<file path="src/rtl/ray_dda_stepper.sv">
// ray_dda_stepper: per-ray DDA tile-map walker slaved to the raycaster control FSM.
// Define RAY_DDA_STEP_COUNT_EN to add the hit_steps output.
module ray_dda_stepper #(
  parameter int MAP_BITS  = 4,
  parameter int DIST_W    = 16,
  parameter int SCREEN_W  = 320,
  parameter int COL_W     = 9,
  parameter int MAX_STEPS = 32
) (
  input  logic                  clk,
  input  logic                  reset,
  input  logic [1:0]            S,
  input  logic                  start,
  input  logic [MAP_BITS-1:0]   start_map_x,
  input  logic [MAP_BITS-1:0]   start_map_y,
  input  logic                  step_x_neg,
  input  logic                  step_y_neg,
  input  logic [DIST_W-1:0]     side_dist_x0,
  input  logic [DIST_W-1:0]     side_dist_y0,
  input  logic [DIST_W-1:0]     delta_dist_x,
  input  logic [DIST_W-1:0]     delta_dist_y,
  output logic [2*MAP_BITS-1:0] map_addr,
  input  logic [3:0]            map_cell,
  output logic                  switch_state,
  output logic [COL_W-1:0]      ray_col,
  output logic                  hit_valid,
  output logic                  hit_side,
  output logic [DIST_W-1:0]     hit_dist,
  output logic [3:0]            hit_cell,
  output logic                  frame_done
`ifdef RAY_DDA_STEP_COUNT_EN
  , output logic [5:0]          hit_steps
`endif
);
  localparam int SC_W = $clog2(MAX_STEPS + 1);
  localparam logic [1:0] S_IDLE = 2'b00, S_FEED = 2'b01, S_PROC = 2'b10, S_DONE = 2'b11;
  typedef enum logic [2:0] {R_IDLE, R_LOAD, R_WAIT, R_STEP, R_FETCH, R_HIT} state_t;
  state_t state, state_n;
  logic [MAP_BITS-1:0] map_x, map_y;
  logic                neg_x, neg_y, side, armed;
  logic [DIST_W-1:0]   sdx, sdy, ddx, ddy, cand;
  logic [SC_W-1:0]     steps;
  logic                abort, x_sel, timeout;
  function automatic logic [DIST_W-1:0] sat_add(input logic [DIST_W-1:0] a, input logic [DIST_W-1:0] b);
    logic [DIST_W:0] s;
    s = {1'b0, a} + {1'b0, b};
    return s[DIST_W] ? '1 : s[DIST_W-1:0];
  endfunction
  assign map_addr = {map_y, map_x};
  assign abort    = (S == S_IDLE) || (S == S_DONE);
  assign x_sel    = sdx <= sdy;
  assign timeout  = steps == SC_W'(MAX_STEPS);
  always_ff @(posedge clk or posedge reset)
    if (reset) state <= R_IDLE;
    else state <= state_n;
  always_comb begin
    state_n = R_IDLE;
    case (state)
      R_IDLE:  state_n = (S == S_FEED) ? R_LOAD : R_IDLE;
      R_LOAD:  state_n = R_WAIT;
      R_WAIT:  state_n = abort ? R_IDLE : (S == S_PROC) ? R_STEP : R_WAIT;
      R_STEP:  state_n = abort ? R_IDLE : R_FETCH;
      R_FETCH: state_n = abort ? R_IDLE : (map_cell != '0 || timeout) ? R_HIT : R_STEP;
      default: state_n = R_IDLE;
    endcase
  end
  always_ff @(posedge clk or posedge reset)
    if (reset) begin
      {map_x, map_y, neg_x, neg_y, side} <= '0;
      {sdx, sdy, ddx, ddy, cand} <= '0;
      steps <= '0;
      armed <= 1'b1;
      switch_state <= 1'b0;
      ray_col <= '0;
      hit_valid <= 1'b0;
      hit_side <= 1'b0;
      hit_dist <= '0;
      hit_cell <= '0;
      frame_done <= 1'b0;
`ifdef RAY_DDA_STEP_COUNT_EN
      hit_steps <= '0;
`endif
    end else begin
      // the start pulse is re-armed only after start has been seen low
      switch_state <= (state == R_IDLE && S == S_IDLE && start && armed) || state_n == R_LOAD || state_n == R_HIT;
      armed <= !start || (armed && !(state == R_IDLE && S == S_IDLE));
      hit_valid <= state_n == R_HIT;
      frame_done <= state_n == R_HIT && ray_col == COL_W'(SCREEN_W - 1);
      if (state == R_IDLE && S == S_FEED) begin
        map_x <= start_map_x;
        map_y <= start_map_y;
        neg_x <= step_x_neg;
        neg_y <= step_y_neg;
        sdx <= side_dist_x0;
        sdy <= side_dist_y0;
        ddx <= delta_dist_x;
        ddy <= delta_dist_y;
        steps <= '0;
      end
      if (state_n == R_FETCH) begin
        cand <= x_sel ? sdx : sdy;
        side <= !x_sel;
        steps <= steps + 1'b1;
        if (x_sel) begin
          map_x <= neg_x ? map_x - 1'b1 : map_x + 1'b1;
          sdx <= sat_add(sdx, ddx);
        end else begin
          map_y <= neg_y ? map_y - 1'b1 : map_y + 1'b1;
          sdy <= sat_add(sdy, ddy);
        end
      end
      if (state_n == R_HIT) begin
        hit_side <= side;
        hit_dist <= (map_cell != '0) ? cand : '1;
        hit_cell <= map_cell;
`ifdef RAY_DDA_STEP_COUNT_EN
        hit_steps <= (32'(steps) > 63) ? 6'd63 : 6'(steps);
`endif
      end
      if (state == R_HIT) ray_col <= (ray_col == COL_W'(SCREEN_W - 1)) ? '0 : ray_col + 1'b1;
    end
endmodule

</file>
<file path="config.mk">
export PLATFORM = sky130hd
export DESIGN_NAME = ray_dda_stepper
export DESIGN_NICKNAME = d
export VERILOG_FILES = /design/src/rtl/ray_dda_stepper.sv
export SDC_FILE = /design/constraint.sdc
export NUM_CORES = 1
export LEC_CHECK = 0
export BUFFER_PORTS_ARGS = -buffer_cell sky130_fd_sc_hd__buf_2
export CAP_MARGIN = 20
export CORE_MARGIN = 2
export CORE_UTILIZATION = 45
export CTS_CLUSTER_DIAMETER = 150
export DETAILED_ROUTE_END_ITERATION = 6
export PLACE_DENSITY = 0.71
export SLEW_MARGIN = 5
export SYNTH_ARGS = -nofsm -noshare
export SYNTH_HDL_FRONTEND = slang
export SYNTH_SLANG_ARGS = --single-unit
</file>
<file path="constraint.sdc">
create_clock -name clk -period 4.58 [get_ports clk]
set_input_delay 0.229 -clock clk [delete_from_list [all_inputs] [get_ports clk]]
set_output_delay 0.229 -clock clk [all_outputs]
set_load 0.01 [all_outputs]
</file>
==> results_dict.tcl <==
set metrics [dict create \
    outcome "complete, no violations" \
    synth_top_flop_cell "dfrtp_1" \
    wl_per_cell_um 15.5 \
    tightest_slew_ps 780 \
    finalWirelength_um 19300 \
    rows 48 \
    ios 124 \
    design_area_um2 9410 \
    die_h_um 136 \
    fmax_mhz 317 \
    synth_fp_nets 1015 \
    hold_class "in2reg" \
    fin_crit_ps 3150 \
    reg2reg_slack_ps 1430 \
    cts_setup_buffers 0 \
    ys_warn_count 0 \
    endpoint "sdy[2]" \
    drive_gt1_frac 0.174 \
    cts_tree "yes" \
    start_kind "flip-flop" \
    drt-initial-drc-count 471 \
    drt_first_pass_iters 7 \
    power_density_nw_per_um2 742 \
    die-area_um2 18400 \
    cts_resized 0 \
    portBuffers 123 \
    critPathKind "reg2reg" \
    finalCritPeriodShare 0.688 \
    yosysUniqueCellTypes 62 \
    r2r-end "sdy[2]" \
    hold_viol 0 \
    drv_cap 0 \
    setup_viol 0 \
    die_x_um 136 \
    routed_via_density 5.40 \
    p_total_mw 6.98 \
    drv_slew 0 \
    antenna_found_initial 0 \
    yosysSeqAreaShare 0.429 \
    cts.sinks 134 \
    post_dp_cell_area_um2 8610 \
    grt_pass1_wl_um 31500 \
    gp_congestion 0.922 \
    r2r_start "sdy[0]" \
    cts.path.max_buffers 2 \
    grt_pass1_vias 6266 \
    slew_headroom 0.480 \
    ys_ff_latch 134 \
    cp.required_ps 4850 \
    cts_buffers 17 \
    p_leak_nw 4.75 \
    via_count 6713 \
    synth_cells 870 \
    core_um2 17100 \
    fillers 1549 \
    clock_latency_ps 430 \
    syn_area_um2 7810 \
    synth-edff-count 0 \
    grt-ovfl-total 0 \
    avgSynthCellArea_um2 8.98 \
    async_flop_share 1.00 \
    cts_root_buf "clkbuf_16" \
    fin_tns_setup_ps 0 \
    worst_r2r_path_depth 9 \
    rsz0062_at_grt "no" \
    grt_use_total 0.219 \
    grt_max_degree 78 \
    postCtsHoldBufs 23 \
    postRouteAntennaNets 0 \
    skew_ps 10.3 \
    setup.worst_path.start "sdy[0]" \
    crit_fanout 16 \
    max-vdd-ir-drop_v 0.000384 \
    end_kind "flip-flop" \
    drc 0 \
    hpwl_um 13900 \
    initial_core_util 0.456 \
    worst_ep_arrival_time_ps 3420 \
    num_antenna_cells 0 \
    area_growth_pct 20.4 \
    nNetsFinal 1151 \
    path_clk_slew_ps 60 \
    htree_levels 4 \
]
-- cell usage after synthesis (3+ instances only) --
master / instances / area share
and2_1: 5 / 0.0040
a31oi_1: 9 / 0.0072
buf_2: 4 / 0.0026
nor3_1: 8 / 0.0051
a211oi_1: 4 / 0.0038
a21o_1: 16 / 0.015
a32oi_1: 26 / 0.029
a22o_1: 3 / 0.0034
fa_1: 4 / 0.010
clkbuf_1: 25 / 0.012
a21oi_1: 37 / 0.024
or2_2: 3 / 0.0024
mux2_2: 5 / 0.0072
o21bai_1: 6 / 0.0058
nand2_1: 234 / 0.11
nand3_1: 13 / 0.0083
o311ai_0: 3 / 0.0034
buf_6: 6 / 0.0086
mux2i_1: 19 / 0.024
o31ai_1: 5 / 0.0048
nor2b_1: 5 / 0.0040
o21a_1: 3 / 0.0029
inv_1: 41 / 0.020
dfrtp_1: 133 / 0.43
nand4_1: 6 / 0.0048
o21ai_0: 60 / 0.038
nor2_1: 41 / 0.020
xnor2_1: 22 / 0.025
and3_1: 10 / 0.0080
o211ai_1: 4 / 0.0038
ha_1: 58 / 0.093
xor2_1: 14 / 0.016
-- worst max-delay path: stages, from the launching register on --
cell	delay (ps)
dfrtp_1	410
ha_1	250
fa_1	410
a21o_1	210
a211oi_1	310
o22ai_1	210
o21ai_0	230
nand2_1	120
a211oi_4	660
a22oi_1	190
-- cells by family (layout without fill, tap and decap cells) --
group | after synthesis | in the layout | synth area share
compound gates | 198 | 198 | 0.167
mux | 24 | 24 | 0.0315
flops | 134 | 134 | 0.429
fa+ha+maj | 62 | 62 | 0.103
buf+inv | 78 | 226 | 0.0439
xor+xnor | 36 | 36 | 0.0404
simple gates | 338 | 338 | 0.184
-- state kept, by name, summed over array words and instances (netlist names) --
name	flops
ray_col	9
sdx	16
ddy	16
state	3
hit_dist	16
frame_done	1
map_x	4
cand	16
switch_state	1
neg_x	1
steps	6
hit_cell	4
sdy	16
hit_side	1
map_y	4
armed	1
side	1
hit_valid	1
neg_y	1
ddx	16
-- layout by cell type, fill, tap and decap left out, types with 19 or more instances in the layout --
cell and n:
a21oi_1 37, a32oi_1 26, buf_2 123, dfrtp_1 133, dlygate4sd3_1 23, ha_1 58
inv_1 40, mux2i_1 19, nand2_1 234, nor2_1 41, o21ai_0 60, xnor2_1 22
-- metal layers --
| layer | global-route usage | part of all wire |
|---|---|---|
| met1 | 0.302 | 0.46 |
| met3 | 0.0415 | 0.056 |
| met5 | 0 | 0 |
| met4 | 0.0729 | 0.018 |
| met2 | 0.347 | 0.46 |
-- through the flow --
stage / cells / worst slack [ps] / hold slack (ps) / util
2_1_floorplan: 870 / 770 / 298 / -
3_3_place_gp: 1188 / 1540 / 394 / 0.502
3_5_place_dp: 1189 / 1470 / 399 / 0.503
4_1_cts: 1243 / 1460 / 0.402 / 0.550
5_1_grt: 1243 / 1130 / 7.93 / 0.550
6_report: 1243 / 1430 / 1.41 / 0.550
-- layout make-up --
type / instances / area (um2) / share of cell area
multi-input combinational: 658 / 4130 / 0.438
timing repair buffer: 154 / 926 / 0.0984
sequential: 134 / 3350 / 0.357
tap: 225 / 282 / 0.0299
clock inverter: 11 / 129 / 0.0137
clock buffer: 20 / 437 / 0.0464
inverter: 41 / 156 / 0.0166
-- worst min path at each step --
| stage | from | endpoint | slack [ps] | depth (start not counted) |
|---|---|---|---|---|
| after floorplan | start | armed | 300 | 1 |
| after global placement | start | armed | 390 | 2 |
| after detailed placement | start | armed | 400 | 2 |
| after CTS | step_x_neg | neg_x | 0.4 | 3 |
| after global routing | delta_dist_y[6] | ddy[6] | 8 | 3 |
| final | delta_dist_y[14] | ddy[14] | 1 | 3 |
-- report_power, final --
group	internal (mW)	switching [mW]	leakage, nW
registers	1.68	0.475	1.72
logic	1.54	1.96	2.76
clock network	0.799	0.519	0.270
Power figures use the tool's default switching activity.
